[config.mk]
export PLATFORM = sky130hd
export DESIGN_NAME = instr_sequencer
export DESIGN_NICKNAME = d
export VERILOG_FILES = /design/src/rtl/instr_sequencer.sv
export SDC_FILE = /design/constraint.sdc
export NUM_CORES = 1
export LEC_CHECK = 0
export ABC_AREA = 1
export CAP_MARGIN = 40
export CORE_UTILIZATION = 25
export DETAILED_ROUTE_END_ITERATION = 10
export GPL_TIMING_DRIVEN = 0
export PLACE_DENSITY_LB_ADDON = 0.2
export SYNTH_ARGS = -nofsm -noshare
export SYNTH_HDL_FRONTEND = slang
export SYNTH_SLANG_ARGS = --single-unit
export TNS_END_PERCENT = 30
[constraint.sdc]
create_clock -name clk -period 1.96 [get_ports clk]
set_input_delay 0.588 -clock clk [delete_from_list [all_inputs] [get_ports clk]]
set_output_delay 0.588 -clock clk [all_outputs]
set_load 0.05 [all_outputs]
[src/rtl/instr_sequencer.sv]
// Multi-cycle control sequencer for the 16-bit RISC datapath (regfile, A/B/C, status, ALU selects).
// Latency start->done: ADD/AND 6, CMP/MOV/MVN 5, MOVI 3, illegal 2 cycles; outputs registered from next state.
// Backpressure: start accepted only while idle (busy=0); no queueing. Optional SEQ_PERF_CNT_EN adds counters.
module instr_sequencer #(
    parameter int WIDTH   = 16,
    parameter int REGBITS = 3
) (
    input  logic               clk,
    input  logic               reset_n,
    input  logic               start,
    input  logic [15:0]        instr,
    output logic               busy,
    output logic               done,
    output logic               illegal,
    output logic [REGBITS-1:0] readnum,
    output logic [REGBITS-1:0] writenum,
    output logic               write,
    output logic               loada,
    output logic               loadb,
    output logic               loadc,
    output logic               loads,
    output logic               asel,
    output logic               bsel,
    output logic               vsel,
    output logic [1:0]         shift,
    output logic [WIDTH-1:0]   sximm,
    output logic               addSubVals,
    output logic               andVals,
    output logic               notBVal,
    output logic               sub
`ifdef SEQ_PERF_CNT_EN
    ,
    output logic [15:0]        instrCount,
    output logic [15:0]        cycleCount
`endif
);

    typedef enum logic [2:0] {
        S_IDLE, S_DECODE, S_GET_A, S_GET_B, S_EXEC, S_WRITE, S_WRITE_IMM, S_DONE
    } state_t;

    typedef enum logic [2:0] {
        K_MOVI, K_MOV, K_ADD, K_CMP, K_AND, K_MVN, K_ILL
    } kind_t;

    typedef struct packed {
        logic               busy;
        logic               done;
        logic               illegal;
        logic [REGBITS-1:0] readnum;
        logic [REGBITS-1:0] writenum;
        logic               write;
        logic               loada;
        logic               loadb;
        logic               loadc;
        logic               loads;
        logic               asel;
        logic               bsel;
        logic               vsel;
        logic               addsub;
        logic               andv;
        logic               notb;
        logic               sub;
    } ctrl_t;

    state_t      state;
    state_t      state_nxt;
    logic [15:0] ir;
    logic [15:0] ir_nxt;
    ctrl_t       ctrl;

    function automatic kind_t decode_kind(input logic [15:0] w);
        kind_t k;
        case ({w[15:13], w[12:11]})
            5'b110_10: k = K_MOVI;
            5'b110_00: k = K_MOV;
            5'b101_00: k = K_ADD;
            5'b101_01: k = K_CMP;
            5'b101_10: k = K_AND;
            5'b101_11: k = K_MVN;
            default:   k = K_ILL;
        endcase
        return k;
    endfunction

    // Control word for a given state and latched instruction; all-zero in IDLE.
    function automatic ctrl_t ctrl_of(input state_t s, input logic [15:0] w);
        ctrl_t c;
        kind_t k;
        c      = '0;
        k      = decode_kind(w);
        c.busy = (s != S_IDLE);
        case (s)
            S_GET_A: begin
                c.readnum = REGBITS'(w[10:8]);
                c.loada   = 1'b1;
            end
            S_GET_B: begin
                c.readnum = REGBITS'(w[2:0]);
                c.loadb   = 1'b1;
            end
            S_EXEC: begin
                c.loadc = 1'b1;
                c.loads = (k == K_ADD) || (k == K_CMP);
                case (k)
                    K_ADD: c.addsub = 1'b1;
                    K_CMP: begin
                        c.addsub = 1'b1;
                        c.sub    = 1'b1;
                    end
                    K_AND: c.andv = 1'b1;
                    K_MVN: c.notb = 1'b1;
                    K_MOV: begin
                        c.addsub = 1'b1;
                        c.asel   = 1'b1;
                    end
                    default: ;
                endcase
            end
            S_WRITE: begin
                c.writenum = REGBITS'(w[7:5]);
                c.write    = 1'b1;
            end
            S_WRITE_IMM: begin
                c.writenum = REGBITS'(w[10:8]);
                c.vsel     = 1'b1;
                c.write    = 1'b1;
            end
            S_DONE: begin
                c.done    = 1'b1;
                c.illegal = (k == K_ILL);
            end
            default: ;
        endcase
        return c;
    endfunction

    always_comb begin
        state_nxt = state;
        ir_nxt    = ir;
        case (state)
            S_IDLE: begin
                if (start) begin
                    ir_nxt    = instr;
                    state_nxt = S_DECODE;
                end
            end
            S_DECODE: begin
                case (decode_kind(ir))
                    K_MOVI:        state_nxt = S_WRITE_IMM;
                    K_MOV, K_MVN:  state_nxt = S_GET_B;
                    K_ILL:         state_nxt = S_DONE;
                    default:       state_nxt = S_GET_A;
                endcase
            end
            S_GET_A:     state_nxt = S_GET_B;
            S_GET_B:     state_nxt = S_EXEC;
            S_EXEC:      state_nxt = (decode_kind(ir) == K_CMP) ? S_DONE : S_WRITE;
            S_WRITE:     state_nxt = S_DONE;
            S_WRITE_IMM: state_nxt = S_DONE;
            S_DONE:      state_nxt = S_IDLE;
            default:     state_nxt = S_IDLE;
        endcase
    end

    // Outputs are registered from the next state so they equal a Moore decode of the current state.
    always_ff @(posedge clk or negedge reset_n) begin
        if (!reset_n) begin
            state <= S_IDLE;
            ir    <= '0;
            ctrl  <= '0;
        end else begin
            state <= state_nxt;
            ir    <= ir_nxt;
            ctrl  <= ctrl_of(state_nxt, ir_nxt);
        end
    end

    assign busy       = ctrl.busy;
    assign done       = ctrl.done;
    assign illegal    = ctrl.illegal;
    assign readnum    = ctrl.readnum;
    assign writenum   = ctrl.writenum;
    assign write      = ctrl.write;
    assign loada      = ctrl.loada;
    assign loadb      = ctrl.loadb;
    assign loadc      = ctrl.loadc;
    assign loads      = ctrl.loads;
    assign asel       = ctrl.asel;
    assign bsel       = ctrl.bsel;
    assign vsel       = ctrl.vsel;
    assign addSubVals = ctrl.addsub;
    assign andVals    = ctrl.andv;
    assign notBVal    = ctrl.notb;
    assign sub        = ctrl.sub;
    assign shift      = ir[4:3];
    assign sximm      = {{(WIDTH-8){ir[7]}}, ir[7:0]};

`ifdef SEQ_PERF_CNT_EN
    always_ff @(posedge clk or negedge reset_n) begin
        if (!reset_n) begin
            instrCount <= '0;
            cycleCount <= '0;
        end else begin
            if (ctrl.done && !ctrl.illegal) begin
                instrCount <= instrCount + 16'd1;
            end
            if (ctrl.busy) begin
                cycleCount <= cycleCount + 16'd1;
            end
        end
    end
`endif

endmodule

# Word level (Yosys, flattened, before mapping)
# Index checks and enable logic that the tools add are counted.
[totals]
ff_bits = 39
latchBits = 0
ramBits = 0
mem_bits_ro = 0
input_bits = 19
output_inout_bits = 39
wordCells = 85
memories = 0
[classes]
addsub = 0
mul = 0
div = 0
n_lt_le_gt_ge = 0
eq_ne = 35
shift = 0
n_mux = 23
n_bitwise = 0
reduce_logical = 8
[ops]
columns = ["op", "n"]
rows = [
  ["$eq 5x5->1 const B", 12],
  ["$eq 3x3->1 const B", 13],
  ["$pmux 3 s6", 2],
  ["$mux 16", 2],
  ["$eq 3x2->1 const B", 7],
  ["$pmux 3 s7", 1],
  ["$mux 3", 4],
  ["$eq 3x1->1 const B", 3],
  ["$pmux 3 s3", 1],
  ["$mux 1", 8],
  ["$pmux 4 s2", 1],
  ["$logic_not 3->1", 2],
  ["$pmux 3 s2", 1],
  ["$mux 2", 2],
  ["$mux 4", 1],
  ["$reduce_or 2->1", 2],
  ["$reduce_bool 3->1", 1],
  ["$reduce_or 3->1", 1],
  ["$reduce_and 2->1", 1],
  ["$logic_or 1x1->1", 1],
]

# Longest topological paths before layout
# Gate-level depths: netlist (run 1).
[depth]
depth_word = 9
ltp_mapped = 10
ltp_nobuf = 10

# Worst setup path after synthesis (run 1)
# No wires, ideal clock.
[synth_path]
path_kind = "flip-flop to flip-flop"
from = "register state[0]"
to = "register ctrl (netlist bit illegal)"
setup_ns = 0.116
arrival_time_ns = 1.229
t_required_ns = 1.844
path_slack_ns = 0.615
stages_incl_launch_ff = 11
path_buffers = 0
synth_period_minus_slack_ns = 1.345
cell_sequence = "dfrtp_1 > nor2_4 > nand3_4 > inv_4 > nand2_2 > nand2_4 > inv_2 > nor2_2 > inv_1 > nand2_1 > nor2_1"
[synth_via]
elab_chain_len = 6
elab_cells_between_ends = 22
classes_between = "eq/ne (15); mux (5); reduce/logical (2)"
[synth_lines]
columns = ["item", "line", "source"]
rows = [
  ["start, declared", "66", "state_t state;"],
  ["start signal, assigned", "173", "state <= state_nxt;"],
  ["$logic_not 3->1 *", "141", "case (state)"],
  ["$mux 16 *", "141", ""],
  ["net ir_nxt[15]", "69", "logic [15:0] ir_nxt;"],
  ["$eq 5x5->1", "74", "case ({w[15:13], w[12:11]})"],
  ["$pmux 3 s6 *", "74", ""],
  ["$eq 3x3->1 *", "131", "c.illegal = (k == K_ILL);"],
  ["$mux 2 *", "93", "case (s)"],
  ["end signal, assigned", "175", "ctrl <= ctrl_of(state_nxt, ir_nxt);"],
  ["end, declared", "70", "ctrl_t ctrl;"],
]
# The timed path passes the listed nets; every way through them passes the cells marked *.
# A chain may end at the register's enable or synchronous reset.

# Worst setup path in the final report (run 1)
[layout_path]
from = "register ir[3]"
to = "output port shift[0]"
[layout_lines]
columns = ["item", "line", "source"]
rows = [
  ["start, declared", "68", "logic [15:0] ir;"],
  ["start signal, assigned", "174", "ir <= ir_nxt;"],
  ["end, declared", "25", "output logic [1:0] shift,"],
]
# No word-level cell between the ends.

==> results of run 1 <==
==> cells in the mapped netlist, drive strengths merged <==
cell type / count
buf: 21
conb: 1
nand2: 78
clkinv: 2
inv: 27
nand3: 10
o21ai: 6
nor2: 17
a21oi: 4
dfrtp: 39
nand4: 14
==> metrics by stage <==
step	power [W]	cell area (um2)	hold slack, ns	cells
2_1_floorplan	0.00347	1880	0.292	219
3_3_place_gp	0.00430	2570	0.485	374
3_5_place_dp	0.00432	2580	0.481	375
4_1_cts	0.00476	2630	0.161	382
5_1_grt	0.00506	2630	0.171	382
6_report	0.00470	2630	0.160	382
==> worst max path at each step <==
stage	slack, ns	depth (start not counted)	to
2_1_floorplan	0.62	10	illegal
3_3_place_gp	-0.77	1	loada
3_5_place_dp	-0.10	8	readnum[1]
4_1_cts	0.05	2	sximm[10]
5_1_grt	0.03	2	sximm[3]
6_report	0.1	2	shift[0]
==> cell families (layout without fill, tap and decap cells) <==
| family | after synthesis | count (layout) | synth area share, % |
|---|---|---|---|
| flops | 39 | 39 | 51.8 |
| buf+inv | 50 | 114 | 14.4 |
| other cells | 1 | 1 | 0.199 |
| compound gates | 10 | 10 | 3.65 |
| simple gates | 119 | 119 | 30.0 |
==> layout make-up <==
cell class              count  area [um2]  area share (%)
multi-input cells         130         637            24.2
flip-flops and latches     39         977            37.1
well taps                  99         124            4.70
repair buffers             57         538            20.4
inverters                  29         111            4.23
plain buffers              21         159            6.03
clock buffers               6        82.6            3.14
clock inverters             1        5.00           0.190
==> flip-flops by register name (all words and copies together) (netlist names), 3 cells and up <==
signal and count:
readnum 3, writenum 3, ir 16, state 3
==> what timing repair did <==
item / 4_1_cts / 5_1_grt
hold endpoints to repair: 0 / 0
setup endpoints to repair: 38 / 3
setup buffers: 0 / 0
hold buffers: 0 / 0
gates resized for setup: 55 / 1
==> where the power goes <==
group	total (W)	leakage, nW	internal, W	switching (W)
clock network	0.000549	0.0470	0.000276	0.000272
logic	0.00286	0.884	0.000888	0.00197
registers	0.00129	0.500	0.00109	0.000201
==> routing by layer <==
layer  GRT usage, %  wire, um  vias to the layer above
li1               -         -                      786
met1           16.4      2000                      673
met2           18.0      1880                       47
met3           3.45       303                        5
met4           3.52        38                        0
met5              0         0                        -
==> results_dict.tcl, run 1 <==
set metrics [dict create \
    status "finished, final reports clean" \
    vdd_drop_max_mv 0.476 \
    synth_seq_cells 39 \
    hold_violations 0 \
    grt_pass1_vias 1445 \
    rsz0062_at_grt "no" \
    crit_slowest_cell "dlygate4sd2_1" \
    hold_class "in2async" \
    dp_slack_ns -0.105 \
    cp-end-kind "output pin" \
    drc_errors 0 \
    ff2ff_path_depth 7 \
    ios 58 \
    ctsRootBufferMaster "clkbuf_8" \
    fillers 785 \
    cap_violations 0 \
    drtIter0Drc 48 \
    powerDensity_nw_per_um2 1790 \
    final_core_util_pct 36.3 \
    grt_pass1_wl_um 7040 \
    synth_warnings 0 \
    antenna_found_initial 0 \
    yosysTopAreaCell "dfrtp_1" \
    io_buffers 56 \
    critPathTopFamily "buffers and inverters" \
    relSlewSlack_pct 65.8 \
    cp-start-kind "register" \
    critPathMaxStageDelay_ns 0.51 \
    wl_per_cell_um 11.0 \
    cts_tree "done" \
    routed_via_density 3.96 \
    antenna_cells 0 \
    rr_endpoint "readnum[0]" \
    fin_ws_ns 0.0963 \
    row_count 31 \
    crit_path_max_fanout 3 \
    critical_path_class "reg2out" \
    skew_ns 0.00626 \
    die_area_um2 7880 \
    gp_congestion 0.828 \
    r2r_setup_slack_ns 0.36 \
    synth_fp_nets 238 \
    timing.rr.start "state[0]" \
    synth_cell_type_count 23 \
    clkTransAtPathRegs_ns 0.08 \
    synth.top_cell.area_share_pct 51.8 \
    numCtsBuffers 5 \
    start_util_pct 26.0 \
    num_vias 1511 \
    period_share_pct 95.1 \
    slew_violations 0 \
    area_growth_syn_to_layout_pct 39.9 \
    ant_nets 0 \
    synthCells 219 \
    final_common_cell "nand2_1" \
    fin_tns_setup_ns 0 \
    syn_avg_cell_area_um2 8.60 \
    clock_latency_ns 0.29 \
    cts_buffer_depth 2 \
    worst_pin_slew_ns 0.515 \
    hpwl_um 3130 \
    grt_max_degree 32 \
    synthTopCellsByArea "dfrtp_1 (52%), nand2_1 (14%), buf_4 (7.6%), nand4_1 (4.7%), inv_1 (4.6%)" \
    seq_area_frac_synth_pct 51.8 \
    crit_buf_inv 2 \
    overflow 0 \
    drive_above_1_share_pct 24.4 \
    layout_common_cells "nand2_1 (71), dfrtp_1 (38), buf_4 (27), inv_1 (23), dlygate4sd2_1 (22)" \
    leakage_nw 1.43 \
    critPathLaunch "ir[3]" \
    setup_viol 0 \
    htreeDepth 2 \
    crit_chain "buf_4, dlygate4sd2_1" \
    max_freq_ghz 0.537 \
    grt_usage_pct 11.9 \
    fin_nets 302 \
    coreArea_um2 7250 \
    min_period_ns 1.86 \
    die-height_um 88.8 \
    totalWireLength_um 4220 \
    worstPathArrival_ns 1.28 \
    cts_num_sinks 39 \
    cp.required_ns 1.37 \
    dieWidth_um 88.8 \
    drt_pass1_iterations 4 \
    syn_area_um2 1880 \
]
No activity file was read; power rests on OpenSTA's default activity.
==> inputs of run 2 (changes only) <==
--- a/config.mk
+++ b/config.mk
@@ -7,9 +7,9 @@
 export LEC_CHECK = 0
 export ABC_AREA = 1
 export CAP_MARGIN = 40
+export CORE_ASPECT_RATIO = 0.7
 export CORE_UTILIZATION = 25
 export DETAILED_ROUTE_END_ITERATION = 10
-export GPL_TIMING_DRIVEN = 0
 export PLACE_DENSITY_LB_ADDON = 0.2
 export SYNTH_ARGS = -nofsm -noshare
 export SYNTH_HDL_FRONTEND = slang
==> results_dict.tcl, run 2 (same netlist as run 1, synthesis figures left out) <==
set metrics [dict create \
    ios 58 \
    leakage_nw 1.35 \
    wl_per_cell_um 11.5 \
    clkTransAtPathRegs_ns 0.09 \
    hold_class "in2async" \
    io_buffers 56 \
    slew_violations 0 \
    antenna_found_initial 0 \
    regArea_um2 976 \
    cts_buffer_depth 2 \
    period_share_pct 88.6 \
    drt_pass1_iterations 6 \
    antenna_cells 0 \
    max_freq_ghz 0.576 \
    ff2ff_path_depth 7 \
    final_core_util_pct 35.4 \
    htreeDepth 2 \
    hpwl_um 3110 \
    grt_usage_pct 11.6 \
    fin_tns_setup_ns 0 \
    ctsRootBufferMaster "clkbuf_8" \
    start_util_pct 25.8 \
    status "finished, final reports clean" \
    cap_violations 0 \
    die_area_um2 7890 \
    ctsHoldBuffers 0 \
    multiInputGateArea_um2 637 \
    rsz0062_at_grt "no" \
    row_count 26 \
    fin_nets 288 \
    dieWidth_um 106 \
    cts_tree "done" \
    drive_above_1_share_pct 28.5 \
    drc_errors 0 \
    cts_num_sinks 39 \
    ant_nets 0 \
    fillers 759 \
    cp-end-kind "register" \
    final_common_cell "nand2_1" \
    p_total_w 0.00485 \
    grt_max_degree 40 \
    powerDensity_nw_per_um2 1880 \
    numCtsBuffers 5 \
    gp_congestion 0.747 \
    vdd_drop_max_mv 0.592 \
    postCtsSetupBuffers 0 \
    layout_common_cells "nand2_1 (71), dfrtp_1 (39), buf_4 (36), inv_1 (23), clkdlybuf4s50_1 (17)" \
    overflow 0 \
    hold_slack_ns 0.340 \
    die-height_um 74.6 \
    cp-start-kind "input port" \
    grt_pass1_vias 1384 \
    worstPathArrival_ns 1.97 \
    largest_register "ir" \
    totalWireLength_um 4250 \
    min_period_ns 1.74 \
    dp_slack_ns -0.0861 \
    fin_ws_ns 0.223 \
    clock_latency_ns 0.30 \
    hold_violations 0 \
    setup_viol 0 \
    drtIter0Drc 55 \
    area_growth_syn_to_layout_pct 37.1 \
    routed_via_density 3.90 \
    cts_resized 0 \
    critical_path_class "in2reg" \
    skew_ns 0.0118 \
    num_vias 1437 \
    grt_pass1_wl_um 6930 \
    largest_reg_flops 16 \
    coreArea_um2 7290 \
    cp.required_ns 2.19 \
    crit_path_max_fanout 8 \
]
## run 2: changes by cell type in the layout (fill, tap and decap cells not counted), moves of 2 or more
cell             change
buf_12               +9
clkinvlp_4           +2
clkdlybuf4s15_2      -8
dlygate4sd2_1       -22
buf_4                +9
## run 2: final timing paths
check / slack [ns] / startpoint / end
setup / recovery: 0.22 / start / addSubVals
hold / removal: 0.34 / reset_n / ir[3]
setup reg to reg: 0.36 / state[0] / readnum[2]
hold reg to reg: 0.51 / ir[8] / ir[8]
max in group asynchronous: 1.28 / reset_n / ir[13]
min in group clk: 0.51 / ir[8] / ir[8]
## run 2: cell type report
cell class,count,share of cell area [%]
clock buffer,5,2.67
tap,98,4.75
sequential,39,37.8
multi-input combinational,130,24.7
inverter,29,4.31
timing repair buffer,64,25.0
clock inverter,3,0.776
## run 2: power breakdown
group | internal [W] | total, W | switching, W
registers | 0.00109 | 0.00128 | 0.000191
clock network | 0.000248 | 0.000548 | 0.000301
logic | 0.000990 | 0.00303 | 0.00204
total | 0.00233 | 0.00485 | 0.00253
## run 2: metrics by stage
stage                     instances  cell area, um2
after global placement          360            2490
after CTS                       368            2580
after global routing            368            2580
final                           368            2580
after floorplan                 219            1880
after detailed placement        360            2490
## run 2: routing by layer
| layer | share of wire (%) | up-vias | global-route usage [%] |
|---|---|---|---|
| met3 | 4.2 | 5 | 3.29 |
| li1 | - | 763 | - |
| met1 | 53 | 643 | 17.0 |
| met4 | 0.92 | 0 | 3.70 |
| met5 | 0 | - | 0 |
| met2 | 41 | 26 | 16.7 |
## run 2: worst max-delay path, cell delays in order
cell and delay [ns]:
clkdlybuf4s50_1 0.55, nand3_4 0.16, inv_4 0.13, nand2_2 0.07
nand2_4 0.09, inv_2 0.04, nor2_2 0.12, nand3_1 0.12
nand2_1 0.09
==> inputs of run 3 (changes only) <==
--- a/config.mk
+++ b/config.mk
@@ -8,9 +8,10 @@
 export ABC_AREA = 1
 export CAP_MARGIN = 40
 export CORE_ASPECT_RATIO = 0.7
+export CORE_MARGIN = 5
 export CORE_UTILIZATION = 25
 export DETAILED_ROUTE_END_ITERATION = 10
-export PLACE_DENSITY_LB_ADDON = 0.2
+export PLACE_DENSITY_LB_ADDON = 0.3
 export SYNTH_ARGS = -nofsm -noshare
 export SYNTH_HDL_FRONTEND = slang
 export SYNTH_SLANG_ARGS = --single-unit
==> results_dict.tcl, run 3 (same netlist as run 1, synthesis figures left out) <==
set metrics [dict create \
    status "finished, final reports clean" \
    setup_viol 0 \
    row_count 26 \
    ios 58 \
    fin_nets 290 \
    ctsRootBufferMaster "clkbuf_8" \
    min_period_ns 1.74 \
    gp_congestion 0.731 \
    start_util_pct 25.7 \
    routed_via_density 4.08 \
    drive_above_1_share_pct 28.7 \
    critPathTopFamily "buffers and inverters" \
    cts_resized 0 \
    numCtsBuffers 5 \
    dieWidth_um 114 \
    wl_per_cell_um 12.1 \
    grt_pass1_wl_um 7220 \
    final_common_cell "nand2_1" \
    overflow 0 \
    period_share_pct 88.9 \
    cp-start-kind "input port" \
    totalWireLength_um 4500 \
    die_area_um2 9400 \
    clock_latency_ns 0.29 \
    grt_pass1_vias 1434 \
    cts_buffer_depth 2 \
    ctsHoldBuffers 0 \
    crit_chain "clkdlybuf4s50_1, nand3_4, o21ai_2, nand3_2, clkinv_1, nand4_1, nor2_1" \
    grt_usage_pct 9.90 \
    crit_buf_inv 2 \
    drtIter0Drc 55 \
    hpwl_um 3350 \
    worstPathArrival_ns 1.95 \
    antenna_found_initial 0 \
    vdd_drop_max_mv 0.764 \
    largest_reg_flops 16 \
    critical_path_class "in2reg" \
    cap_violations 0 \
    num_vias 1509 \
    skew_ns 0.00727 \
    critPathMaxStageDelay_ns 0.53 \
    clkTransAtPathRegs_ns 0.08 \
    drt_pass1_iterations 4 \
    place_area_um2 2510 \
    postLayoutCellArea_um2 2640 \
    max_freq_ghz 0.574 \
    cts_num_sinks 39 \
    powerDensity_nw_per_um2 1940 \
    drc_errors 0 \
    htreeDepth 2 \
    cts_tree "done" \
    antenna_cells 0 \
    hold_slack_ns 0.341 \
    crit_path_max_fanout 8 \
    coreArea_um2 7320 \
    die-height_um 82.6 \
    hold_class "in2async" \
    io_buffers 56 \
    grt_max_degree 40 \
    cp-end-kind "register" \
    area_growth_syn_to_layout_pct 40.2 \
    slew_violations 0 \
    hold_violations 0 \
    rsz0062_at_grt "no" \
    layout_common_cells "nand2_1 (71), dfrtp_1 (39), buf_4 (38), inv_1 (23), clkdlybuf4s50_1 (17)" \
    crit_slowest_cell "clkdlybuf4s50_1" \
    postCtsSetupBuffers 0 \
    r2r_setup_slack_ns 0.38 \
    cp.required_ns 2.17 \
    ant_nets 0 \
    leakage_nw 1.38 \
    largest_register "ir" \
]
-- run 3: cell count changes in the layout (fill, tap and decap cells not counted) --
| cell | previous run | this run |
|---|---|---|
| clkinv_2 | 1 | 0 |
| bufinv_16 | 0 | 2 |
| clkinvlp_4 | 2 | 0 |
| buf_4 | 36 | 38 |
| clkbuf_1 | 0 | 1 |
-- run 3: per-stage QoR --
| step | worst slack, ns | util [%] | instances | power [W] | setup TNS, ns |
|---|---|---|---|---|---|
| after floorplan | 0.615 | - | 219 | 0.00347 | 0 |
| after global placement | -0.0698 | 34.3 | 362 | 0.00434 | -0.288 |
| after detailed placement | -0.0664 | 34.3 | 362 | 0.00436 | -0.378 |
| after CTS | 0.221 | 36.1 | 370 | 0.00517 | 0 |
| after global routing | 0.103 | 36.1 | 370 | 0.00547 | 0 |
| final | 0.218 | 36.1 | 370 | 0.00513 | 0 |
-- run 3: power breakdown --
part           total [W]  internal [W]  leakage (nW)  switching, W
logic            0.00306       0.00100         0.815       0.00206
registers        0.00128       0.00109         0.501      0.000190
clock network   0.000788      0.000509        0.0654      0.000279
total            0.00513       0.00260          1.38       0.00253
-- run 3: final timing paths --
check | start | to | depth (start not counted)
setup / recovery | start | andVals | 7
hold / removal | reset_n | ir[3] | 2
setup reg to reg | state[0] | readnum[2] | 7
hold reg to reg | ir[4] | ir[4] | 2
max in group asynchronous | reset_n | sub | 2
min in group clk | ir[4] | ir[4] | 2
-- run 3: metal layers --
metal  part of all wire, %  global-route usage [%]
met3                   5.5                    3.42
met5                     0                       0
met1                    48                    13.5
met4                  0.67                    2.16
met2                    46                    15.3
-- run 3: cell type report --
cell class                 instances  area, um2
fill                             745       4680
sequential                        39        976
timing repair buffer              66        661
multi-input combinational        130        637
tap                               98        123
inverter                          29        111
clock buffer                       6       72.6
clock inverter                     2       60.1
